### src/rtl/mem_io_bus.sv
// mem_io_bus: stalling, wait-state-configurable data-side bus controller that serves
// a byte-addressed RAM, IO output registers, a free-running timer and an input port.
module mem_io_bus #(
  parameter int               WIDTH       = 32,
  parameter int               DATA_DEPTH  = 8,
  parameter int               IO_SIZE     = 4,
  parameter logic [WIDTH-1:0] IO_BASE     = 32'h0001_0000,
  parameter int               WAIT_STATES = 1
) (
  input  logic                     CLK,
  input  logic                     RST_N,
  input  logic [WIDTH-1:0]         req_addr,
  input  logic [WIDTH-1:0]         req_wdata,
  input  logic [2:0]               req_len,
  input  logic                     req_read,
  input  logic                     req_write,
  output logic                     stall,
  output logic [WIDTH-1:0]         rdata,
  output logic                     err,
  output logic [IO_SIZE*WIDTH-1:0] io_out,
  input  logic [WIDTH-1:0]         io_in
);

  typedef enum logic [1:0] {
    S_IDLE = 2'd0,
    S_WAIT = 2'd1,
    S_DONE = 2'd2
  } state_t;

  localparam int               RAM_BYTES = 1 << DATA_DEPTH;
  localparam logic [3:0]       WS_INIT   = (WAIT_STATES == 0) ? 4'd0 : 4'(WAIT_STATES - 1);
  localparam logic [WIDTH-1:0] TMR_IDX   = WIDTH'(IO_SIZE);
  localparam logic [WIDTH-1:0] IN_IDX    = WIDTH'(IO_SIZE + 1);

  // Replace only the byte lanes selected by mask.
  function automatic logic [WIDTH-1:0] merge_lanes(input logic [WIDTH-1:0] old_v,
                                                   input logic [WIDTH-1:0] new_v,
                                                   input logic [3:0]       mask);
    logic [WIDTH-1:0] res;
    for (int b = 0; b < 4; b++) begin
      res[8*b +: 8] = mask[b] ? new_v[8*b +: 8] : old_v[8*b +: 8];
    end
    return res;
  endfunction

  state_t           state_q, state_d;
  logic [3:0]       cnt_q, cnt_d;
  logic [WIDTH-1:0] addr_q, addr_d;
  logic [WIDTH-1:0] wdata_q, wdata_d;
  logic [2:0]       len_q, len_d;
  logic             wr_q, wr_d;
  logic [WIDTH-1:0] timer_q, timer_d;
  logic [WIDTH-1:0] io_q [IO_SIZE];
  logic [WIDTH-1:0] io_d [IO_SIZE];
  logic [7:0]       ram_q [RAM_BYTES];

  logic [1:0]            lane_s;
  logic [WIDTH-1:0]      widx_s;
  logic [DATA_DEPTH-3:0] ram_w_s;
  logic                  ram_hit_s;
  logic                  io_rgn_s;
  logic                  len_ok_s;
  logic                  misal_s;
  logic [3:0]            mask_s;
  logic [WIDTH-1:0]      wsh_s;
  logic                  err_s;
  logic                  done_s;
  logic                  do_wr_s;
  logic [WIDTH-1:0]      rword_s;
  logic [WIDTH-1:0]      sh_s;
  logic [WIDTH-1:0]      ld_s;

  // Address decode, lane mask and legality checks on the latched request.
  always_comb begin
    lane_s    = addr_q[1:0];
    ram_w_s   = addr_q[DATA_DEPTH-1:2];
    widx_s    = (addr_q - IO_BASE) >> 2;
    ram_hit_s = (addr_q[WIDTH-1:DATA_DEPTH] == '0);
    io_rgn_s  = !ram_hit_s && (addr_q >= IO_BASE) && (widx_s <= IN_IDX);
    len_ok_s  = 1'b1;
    misal_s   = 1'b0;
    mask_s    = 4'b0000;
    wsh_s     = wdata_q;
    case (len_q)
      3'b000, 3'b100: begin
        // Unsigned lengths only exist for loads.
        len_ok_s = (len_q == 3'b000) || !wr_q;
        mask_s   = 4'b0001 << lane_s;
        wsh_s    = {4{wdata_q[7:0]}};
      end
      3'b001, 3'b101: begin
        len_ok_s = (len_q == 3'b001) || !wr_q;
        misal_s  = addr_q[0];
        mask_s   = 4'b0011 << lane_s;
        wsh_s    = {2{wdata_q[15:0]}};
      end
      3'b010: begin
        misal_s = (lane_s != 2'b00);
        mask_s  = 4'b1111;
      end
      default: begin
        len_ok_s = 1'b0;
      end
    endcase
    err_s   = !(ram_hit_s || io_rgn_s) || misal_s || !len_ok_s;
    done_s  = (state_q == S_DONE);
    do_wr_s = done_s && wr_q && !err_s;
  end

  // Source word selection and load extraction.
  always_comb begin
    rword_s = '0;
    if (ram_hit_s) begin
      rword_s = {ram_q[{ram_w_s, 2'd3}], ram_q[{ram_w_s, 2'd2}],
                 ram_q[{ram_w_s, 2'd1}], ram_q[{ram_w_s, 2'd0}]};
    end else if (io_rgn_s) begin
      if (widx_s == TMR_IDX) begin
        rword_s = timer_q;
      end else if (widx_s == IN_IDX) begin
        rword_s = io_in;
      end else begin
        for (int k = 0; k < IO_SIZE; k++) begin
          if (widx_s == WIDTH'(k)) begin
            rword_s = io_q[k];
          end else begin
            rword_s = rword_s;
          end
        end
      end
    end else begin
      rword_s = '0;
    end
    sh_s = rword_s >> {lane_s, 3'b000};
    case (len_q)
      3'b000:                 ld_s = {{(WIDTH-8){sh_s[7]}}, sh_s[7:0]};
      3'b100:                 ld_s = {{(WIDTH-8){1'b0}}, sh_s[7:0]};
      3'b001:                 ld_s = {{(WIDTH-16){sh_s[15]}}, sh_s[15:0]};
      3'b101:                 ld_s = {{(WIDTH-16){1'b0}}, sh_s[15:0]};
      3'b010:                 ld_s = sh_s;
      default:                ld_s = '0;
    endcase
  end

  assign stall = RST_N && (req_read || req_write) && (state_q != S_DONE);
  assign err   = done_s && err_s;
  assign rdata = (done_s && !err_s && !wr_q) ? ld_s : '0;

  // Request FSM plus next values of the timer and IO registers.
  always_comb begin
    state_d = state_q;
    cnt_d   = cnt_q;
    addr_d  = addr_q;
    wdata_d = wdata_q;
    len_d   = len_q;
    wr_d    = wr_q;
    case (state_q)
      S_IDLE: begin
        if (req_read || req_write) begin
          addr_d  = req_addr;
          wdata_d = req_wdata;
          len_d   = req_len;
          wr_d    = req_write;
          cnt_d   = WS_INIT;
          state_d = (WAIT_STATES == 0) ? S_DONE : S_WAIT;
        end else begin
          state_d = S_IDLE;
        end
      end
      S_WAIT: begin
        if (cnt_q == 4'd0) begin
          state_d = S_DONE;
        end else begin
          cnt_d = cnt_q - 4'd1;
        end
      end
      S_DONE:  state_d = S_IDLE;
      default: state_d = S_IDLE;
    endcase
    // A timer store wins over the increment for that one cycle.
    timer_d = (do_wr_s && io_rgn_s && (widx_s == TMR_IDX)) ?
              merge_lanes(timer_q, wsh_s, mask_s) : timer_q + 32'd1;
    for (int k = 0; k < IO_SIZE; k++) begin
      io_d[k] = (do_wr_s && io_rgn_s && (widx_s == WIDTH'(k))) ?
                merge_lanes(io_q[k], wsh_s, mask_s) : io_q[k];
    end
  end

  // State, request latch, timer and IO register flops.
  always_ff @(posedge CLK or negedge RST_N) begin
    if (!RST_N) begin
      state_q <= S_IDLE;
      cnt_q   <= 4'd0;
      addr_q  <= '0;
      wdata_q <= '0;
      len_q   <= 3'd0;
      wr_q    <= 1'b0;
      timer_q <= '0;
      for (int k = 0; k < IO_SIZE; k++) io_q[k] <= '0;
    end else begin
      state_q <= state_d;
      cnt_q   <= cnt_d;
      addr_q  <= addr_d;
      wdata_q <= wdata_d;
      len_q   <= len_d;
      wr_q    <= wr_d;
      timer_q <= timer_d;
      for (int k = 0; k < IO_SIZE; k++) io_q[k] <= io_d[k];
    end
  end

  // RAM byte-lane writes; contents intentionally survive reset.
  always_ff @(posedge CLK) begin
    if (do_wr_s && ram_hit_s) begin
      for (int b = 0; b < 4; b++) begin
        if (mask_s[b]) ram_q[{ram_w_s, 2'(b)}] <= wsh_s[8*b +: 8];
      end
    end
  end

  // Flatten IO registers onto the output bus.
  always_comb begin
    io_out = '0;
    for (int k = 0; k < IO_SIZE; k++) io_out[k*WIDTH +: WIDTH] = io_q[k];
  end

endmodule

### config.mk
export PLATFORM = sky130hd
export DESIGN_NAME = mem_io_bus
export DESIGN_NICKNAME = d
export VERILOG_FILES = /design/src/rtl/mem_io_bus.sv
export SDC_FILE = /design/constraint.sdc
export NUM_CORES = 2
export LEC_CHECK = 0
export CELL_PAD_IN_SITES_DETAIL_PLACEMENT = 1
export CELL_PAD_IN_SITES_GLOBAL_PLACEMENT = 2
export CORE_UTILIZATION = 52
export DETAILED_ROUTE_END_ITERATION = 8
export PLACE_DENSITY_LB_ADDON = 0.15
export REMOVE_ABC_BUFFERS = 1
export SETUP_SLACK_MARGIN = 0.05
export SYNTH_ARGS = -nofsm -noshare
export SYNTH_HDL_FRONTEND = slang
export SYNTH_SLANG_ARGS = --single-unit
### constraint.sdc
create_clock -name CLK -period 10 [get_ports CLK]
set_input_delay 2 -clock CLK [delete_from_list [all_inputs] [get_ports CLK]]
set_output_delay 2 -clock CLK [all_outputs]
set_load 0.01 [all_outputs]
== Yosys cells after proc, flatten, opt, wreduce, memory -nomap -nowiden ==
Memories as Yosys holds them, arrays and structs flattened.
Cells that the tools add are included.

* Memory bits (writable): 2048
* Register bits after elaboration: 234
* Logic and storage cells: 145
* Memories: 1
* Input bits: 103
* Output and inout bits: 162

{| class="wikitable"
|+ Memory list
! memory !! words !! bits a word !! read ports !! clocked after Yosys merged registers in !! write ports !! line !! text
|-
| ram_q || 256 || 8 || 4 || 0 || 4 || 55 || <nowiki>logic [7:0] ram_q [RAM_BYTES];</nowiki>
|}

* Equal/unequal tests: 19
* Reduce and logical (&&, ||, !) cells: 54
* Magnitude comparators: 2
* Mux-type cells: 37
* Add/sub/neg operators: 3
* Shift-type cells: 3

{| class="wikitable"
|+ Operators by type and width
! kind !! count
|-
| 32-bit 2-to-1 mux || 10
|-
| 32-bit one-hot mux with 5 select lines || 1
|-
| 32-bit one-hot mux with 2 select lines || 1
|-
| 30-bit by 2-bit equality test with 1-bit output (second input constant) || 2
|-
| 30-bit by 3-bit equality test with 1-bit output (second input constant) || 2
|-
| 2-bit AND reduction || 17
|-
| 32-bit by 1-bit adder with 32-bit output (second input constant) || 1
|-
| 32-bit by 17-bit greater-or-equal comparator with 1-bit output (second input constant) || 1
|-
| 32-bit zero test || 1
|-
| 8-bit 2-to-1 mux || 4
|-
| 32-bit by 5-bit >> shifter with 32-bit output || 1
|-
| 32-bit by 17-bit subtractor with 32-bit output (second input constant) || 1
|-
| 30-bit by 1-bit equality test with 1-bit output (second input constant) || 1
|-
| 30-bit by 3-bit <= comparator with 1-bit output (second input constant) || 1
|-
| 24-bit zero test || 1
|-
| 1-bit logical AND || 16
|-
| 2-bit inequality test (second input constant) || 8
|-
| 1-bit 2-to-1 mux || 13
|-
| 4-bit one-hot mux with 3 select lines || 1
|-
| 4-bit 2-to-1 mux || 2
|-
| 4-bit one-hot mux with 2 select lines || 1
|-
| 3-bit equality test (second input constant) || 2
|-
| 1-bit logical OR || 6
|-
| 1-bit zero test || 5
|-
| 17 further kinds || 19
|}

== Longest topological paths before layout ==
* Depth after elaboration: 13
* Mapped depth: 15
* Mapped depth without buffers: 8

== Worst setup path before layout ==
No wires, ideal clock.

* Path kind: input to output
* From: input port io_in[31]
* To: output port rdata[16]
* Arrival: 3399 ps
* Buffers on the path: 1
* Required time: 8000 ps
* Slack: 4601 ps
* Stages on the path: 7
* Path through: a22o_1 -> a22oi_1 -> o41ai_1 -> mux4_2 -> nor2_4 -> buf_4 -> o22ai_1

* Word-level cells in the longest chain between the ends: 7

{| class="wikitable"
|+ Ends and longest elaborated chain
! item !! line !! text
|-
| from (decl) || 21 || <nowiki>input logic [WIDTH-1:0] io_in</nowiki>
|-
| 32-bit 2-to-1 mux || 119 || <nowiki>end else if (widx_s == IN_IDX) begin</nowiki>
|-
| 32-bit 2-to-1 mux || 117 || <nowiki>if (widx_s == TMR_IDX) begin</nowiki>
|-
| 32-bit 2-to-1 mux || 116 || <nowiki>end else if (io_rgn_s) begin</nowiki>
|-
| 32-bit 2-to-1 mux || 113 || <nowiki>if (ram_hit_s) begin</nowiki>
|-
| 32-bit by 5-bit >> shifter with 32-bit output || 133 || <nowiki>sh_s = rword_s >> {lane_s, 3'b000};</nowiki>
|-
| 32-bit one-hot mux with 5 select lines || 134 || <nowiki>case (len_q)</nowiki>
|-
| 32-bit 2-to-1 mux || 146 || <nowiki>assign rdata = (done_s && !err_s && !wr_q) ? ld_s : '0;</nowiki>
|-
| to (decl) || 18 || <nowiki>output logic [WIDTH-1:0] rdata,</nowiki>
|}

Every way passes these cells.

== Worst setup path after layout ==
* From: register addr_q[2]
* To: output port rdata[0]

* Word-level cells in the longest chain between the ends: 13
* Elaborated cells between the ends (all ways): 30
* Those cells by class: add/sub: 1; order compare: 2; eq/ne: 5; shift: 1; mux: 10; reduce/logical: 10; memory: 1

{| class="wikitable"
|+ Ends and longest elaborated chain
! item !! line !! text
|-
| from (decl) || 48 || <nowiki>logic [WIDTH-1:0] addr_q, addr_d;</nowiki>
|-
| from (signal assigned) || 202 || <nowiki>addr_q <= addr_d;</nowiki>
|-
| 32-bit by 17-bit subtractor with 32-bit output || 77 || <nowiki>widx_s = (addr_q - IO_BASE) >> 2;</nowiki>
|-
| 32-bit zero test || 123 || <nowiki>if (widx_s == WIDTH'(k)) begin</nowiki>
|-
| 32-bit 2-to-1 mux (4 in series) || 123 ||
|-
| 32-bit 2-to-1 mux || 119 ||
|-
| 32-bit 2-to-1 mux || 117 ||
|-
| 32-bit 2-to-1 mux || 116 ||
|-
| 32-bit 2-to-1 mux || 113 ||
|-
| 32-bit by 5-bit >> shifter with 32-bit output || 133 ||
|-
| 32-bit one-hot mux with 5 select lines || 134 ||
|-
| 32-bit 2-to-1 mux (*) || 146 ||
|}

Mark *: on every way between the ends. The rest lies on a longest branch, timed or not.

==> summary.md <==
| Metric | Value |
|---|---|
| Clk_skew | 0.0443 ns |
| RSZ-0062 raised after global routing | false |
| Hold Crit Start | cnt_q[0]$_DFFE_PN0P_ |
| Min Clock Period, post-route | 9.80 ns |
| EDFF count, synth | 2,048 |
| Die width | 424 um |
| Final period util | 98.0% |
| DRC Markers | 164 |
| Die Ht | 424 um |
| Pin count of the biggest net entering global routing | 142 |
| Most frequent cells in the layout | edfxtp_1 (2,048), mux4_2 (562), nor2_1 (359) |
| Slew @ Worst Pin | 1.66 ns |
| Number of cell rows | 154 |
| Crit path from | addr_q[2]$_DFFE_PN0P_ |
| Area growth, synth to finish | 13.1% |
| Remaining antenna violation count | 0 |
| Failing checks | design-rule violations, max-capacitance violations, max-slew violations |
| LEAKAGE | 0.0336 uW |
| Drt total wl | 298 mm |
| Busiest grt layer | met2 |
| Clock sinks | 2,282 |
| Total Neg Setup Slack | 0 ns |
| Clk_lat worst skew | 0.89 ns |
| Fillers | 15,000 |
| Full die area | 179,000 um^2 |
| # Post-CTS Setup Buffers | 0 |
| Worst VDD drop | 0.243 mV |
| GRT overflow | 0 |
| Clk slew on worst S/H paths | 0.06 ns |
| Pre-CTS setup slack | 1.64 ns |
| Synthesized instance count | 4,754 |
| Max Transition Viols Final | 6 |
| Worst path arrival time | 7.80 ns |
| Largest cells by area after synthesis | edfxtp_1 (67%), mux4_2 (14%), dfrtp_1 (6.3%) |
| Status | finished, violations left |
| Global Route Usage Sum | 33.3% |
| DR WL/cell | 39.0 um |
| Hold-fix buffers, CTS | 0 |
| Routed vias/inst | 6.69 |
| Worst min path class | reg2reg |
| Register area | 67,400 um^2 |
| Grt met3 use | 7.38% |
| Post-synth top area share | 66.5% |
| Top FF cell, synth | edfxtp_1 |
| Startpoint Class | flip-flop |
| Synth Warn # | 0 |
| Port buffer count | 264 |
| First-pass GRT wire length | 412 mm |
| Cell variety after synth | 84 |
| CTS Buffer Depth | 3 |
| Synth Register Bits | 2,282 |
| Max-cap violations | 2 |
| CP Class | reg2out |
| Synthesized area | 92,400 um^2 |
| Leading area contributor after synthesis | edfxtp_1 |
| CTS buffer count | 225 |
| Area occupied by multi-input gates | 23,100 um^2 |
| H-tree levels | 4 |
| Core ar. | 176,000 um^2 |
| DR pass1 iterations | 8 |
| Slew headroom | -13.4% |
| TritonCTS clock tree | yes |
| Final worst setup slack | 0.200 ns |
| Root Buffer Master | clkbuf_16 |
| Sequential fraction of the synthesis area | 72.9% |
| Power Dens Cells | 298 nW/um^2 |
| Mean Syn Cell Area | 19.4 um^2 |
| Hold Violations, Final | 0 |
| Via count | 51,100 |
| Layout cell share with drive strength beyond 1 | 22.6% |
| Post-CTS Resized | 0 |
| FMAX | 0.102 GHz |
| Final #Nets | 5,188 |
| Crit end category | primary output |
| I/O pins | 265 |
| Most common cell after layout, fill and taps aside | edfxtp_1 |
| Async SR Flop Fraction | 10.3% |
| Vias in the first global route | 51,500 |
| Starting Density | 52.4% |
| Routability congestion estimate | 0.946 |
| Detailed Route Iter0 Violations | 7,273 |
| RR Startpoint | addr_q[3]$_DFFE_PN0P_ |
| DP HPWL | 197 mm |
| Worst endpoint required time | 8.00 ns |
| Met1 Use GR | 45.2% |
| GRT met2 Usage | 50.7% |
| Crit Path Max Fanout | 25 |
| Initial antenna violation count | 21 |
| Endpoints failing setup | 0 |
-- routing by layer --
metal / vias to the layer above / routed length (um)
li1: 20100 / -
met1: 27300 / 113000
met2: 2944 / 137000
met3: 684 / 28300
met4: 12 / 18800
met5: - / 86
-- power breakdown --
part / switching, uW / total (uW) / internal (uW)
clock network: 3650 / 8350 / 4700
registers: 421 / 12900 / 12500
logic: 6590 / 9870 / 3280
total: 10700 / 31200 / 20500
-- worst max-delay path: stages (launching register included) --
cell and delay, ns:
dfrtp_4 0.87, buf_4 0.55, nor2b_1 0.63, nand4_1 0.29, nor3_2 0.99, a221oi_1 0.20, nand2_1 0.33, a31oi_1 0.35
o21bai_1 0.42, a2111oi_0 1.43, buf_4 0.27, clkdlybuf4s50_1 0.53
-- cell families (layout without fill, tap and decap cells) --
family          count (synthesis)  in the layout  synth area share, %
compound gates                455            455                 3.27
buf+inv                       318            839                 2.18
simple gates                  856            856                 4.03
fa+ha+maj                       3              3               0.0406
mux                           837            837                 17.6
xor+xnor                        3              3               0.0284
flops                        2282           2282                 72.9
other cells                     0             17                    0
-- path summary, 6_finish.rpt --
check	end	slack [ns]	cells past startpoint
hold / removal	cnt_q[0]$_DFFE_PN0P_	0.51	1
hold reg to reg	cnt_q[0]$_DFFE_PN0P_	0.51	1
max in group asynchronous	addr_q[6]$_DFFE_PN0P_	7.26	2
min in group asynchronous	wdata_q[26]$_DFFE_PN0P_	1.17	1
setup / recovery	rdata[0]	0.20	11
setup reg to reg	io_out[80]$_DFFE_PN0P_	5.30	8
-- synth_stat cells (12+ instances only) --
master,count
mux4_1,42
clkbuf_1,103
a32oi_1,21
nand2_1,318
a211oi_1,17
a221oi_1,20
o21ai_0,147
nor2b_1,12
buf_6,45
a21oi_1,72
mux2i_1,115
and3_1,23
buf_2,51
inv_1,33
edfxtp_1,2048
nor3_1,24
nand3_1,27
a22oi_1,22
mux2_2,118
nor2_1,363
o2111ai_1,13
buf_4,59
nand4_1,18
o22ai_1,25
mux4_2,562
dfrtp_1,234
a22o_1,13
-- cell type report --
| cell class | count | share of cell area, % |
|---|---|---|
| Tap cell | 2340 | 2.80 |
| Multi-Input combinational cell | 2154 | 22.1 |
| Timing Repair Buffer | 383 | 3.53 |
| Clock inverter | 108 | 0.915 |
| Clock buffer | 312 | 5.96 |
| Inverter | 36 | 0.134 |
| Antenna cell | 17 | 0.0407 |
| Sequential cell | 2282 | 64.5 |
-- metrics by stage --
stage | hold WS [ns] | instances | utilization [%] | cell area (um^2) | power [uW]
after floorplan | 0.462 | 4472 | - | 90500 | 20000
after global placement | 0.485 | 7195 | 55.2 | 97300 | 22600
after detailed placement | 0.497 | 7195 | 55.2 | 97300 | 22900
after CTS | 0.510 | 7615 | 59.2 | 104000 | 31100
after global routing | 0.528 | 7615 | 59.2 | 104000 | 31900
final | 0.507 | 7632 | 59.3 | 104000 | 31200
-- state kept, by name, indices dropped and copies added (netlist names) --
name     count
timer_q     32
wr_q         1
wdata_q     32
io_out     128
state_q      2
cnt_q        4
ram_q     2048
addr_q      32
len_q        3
Power figures use the tool's default switching activity.
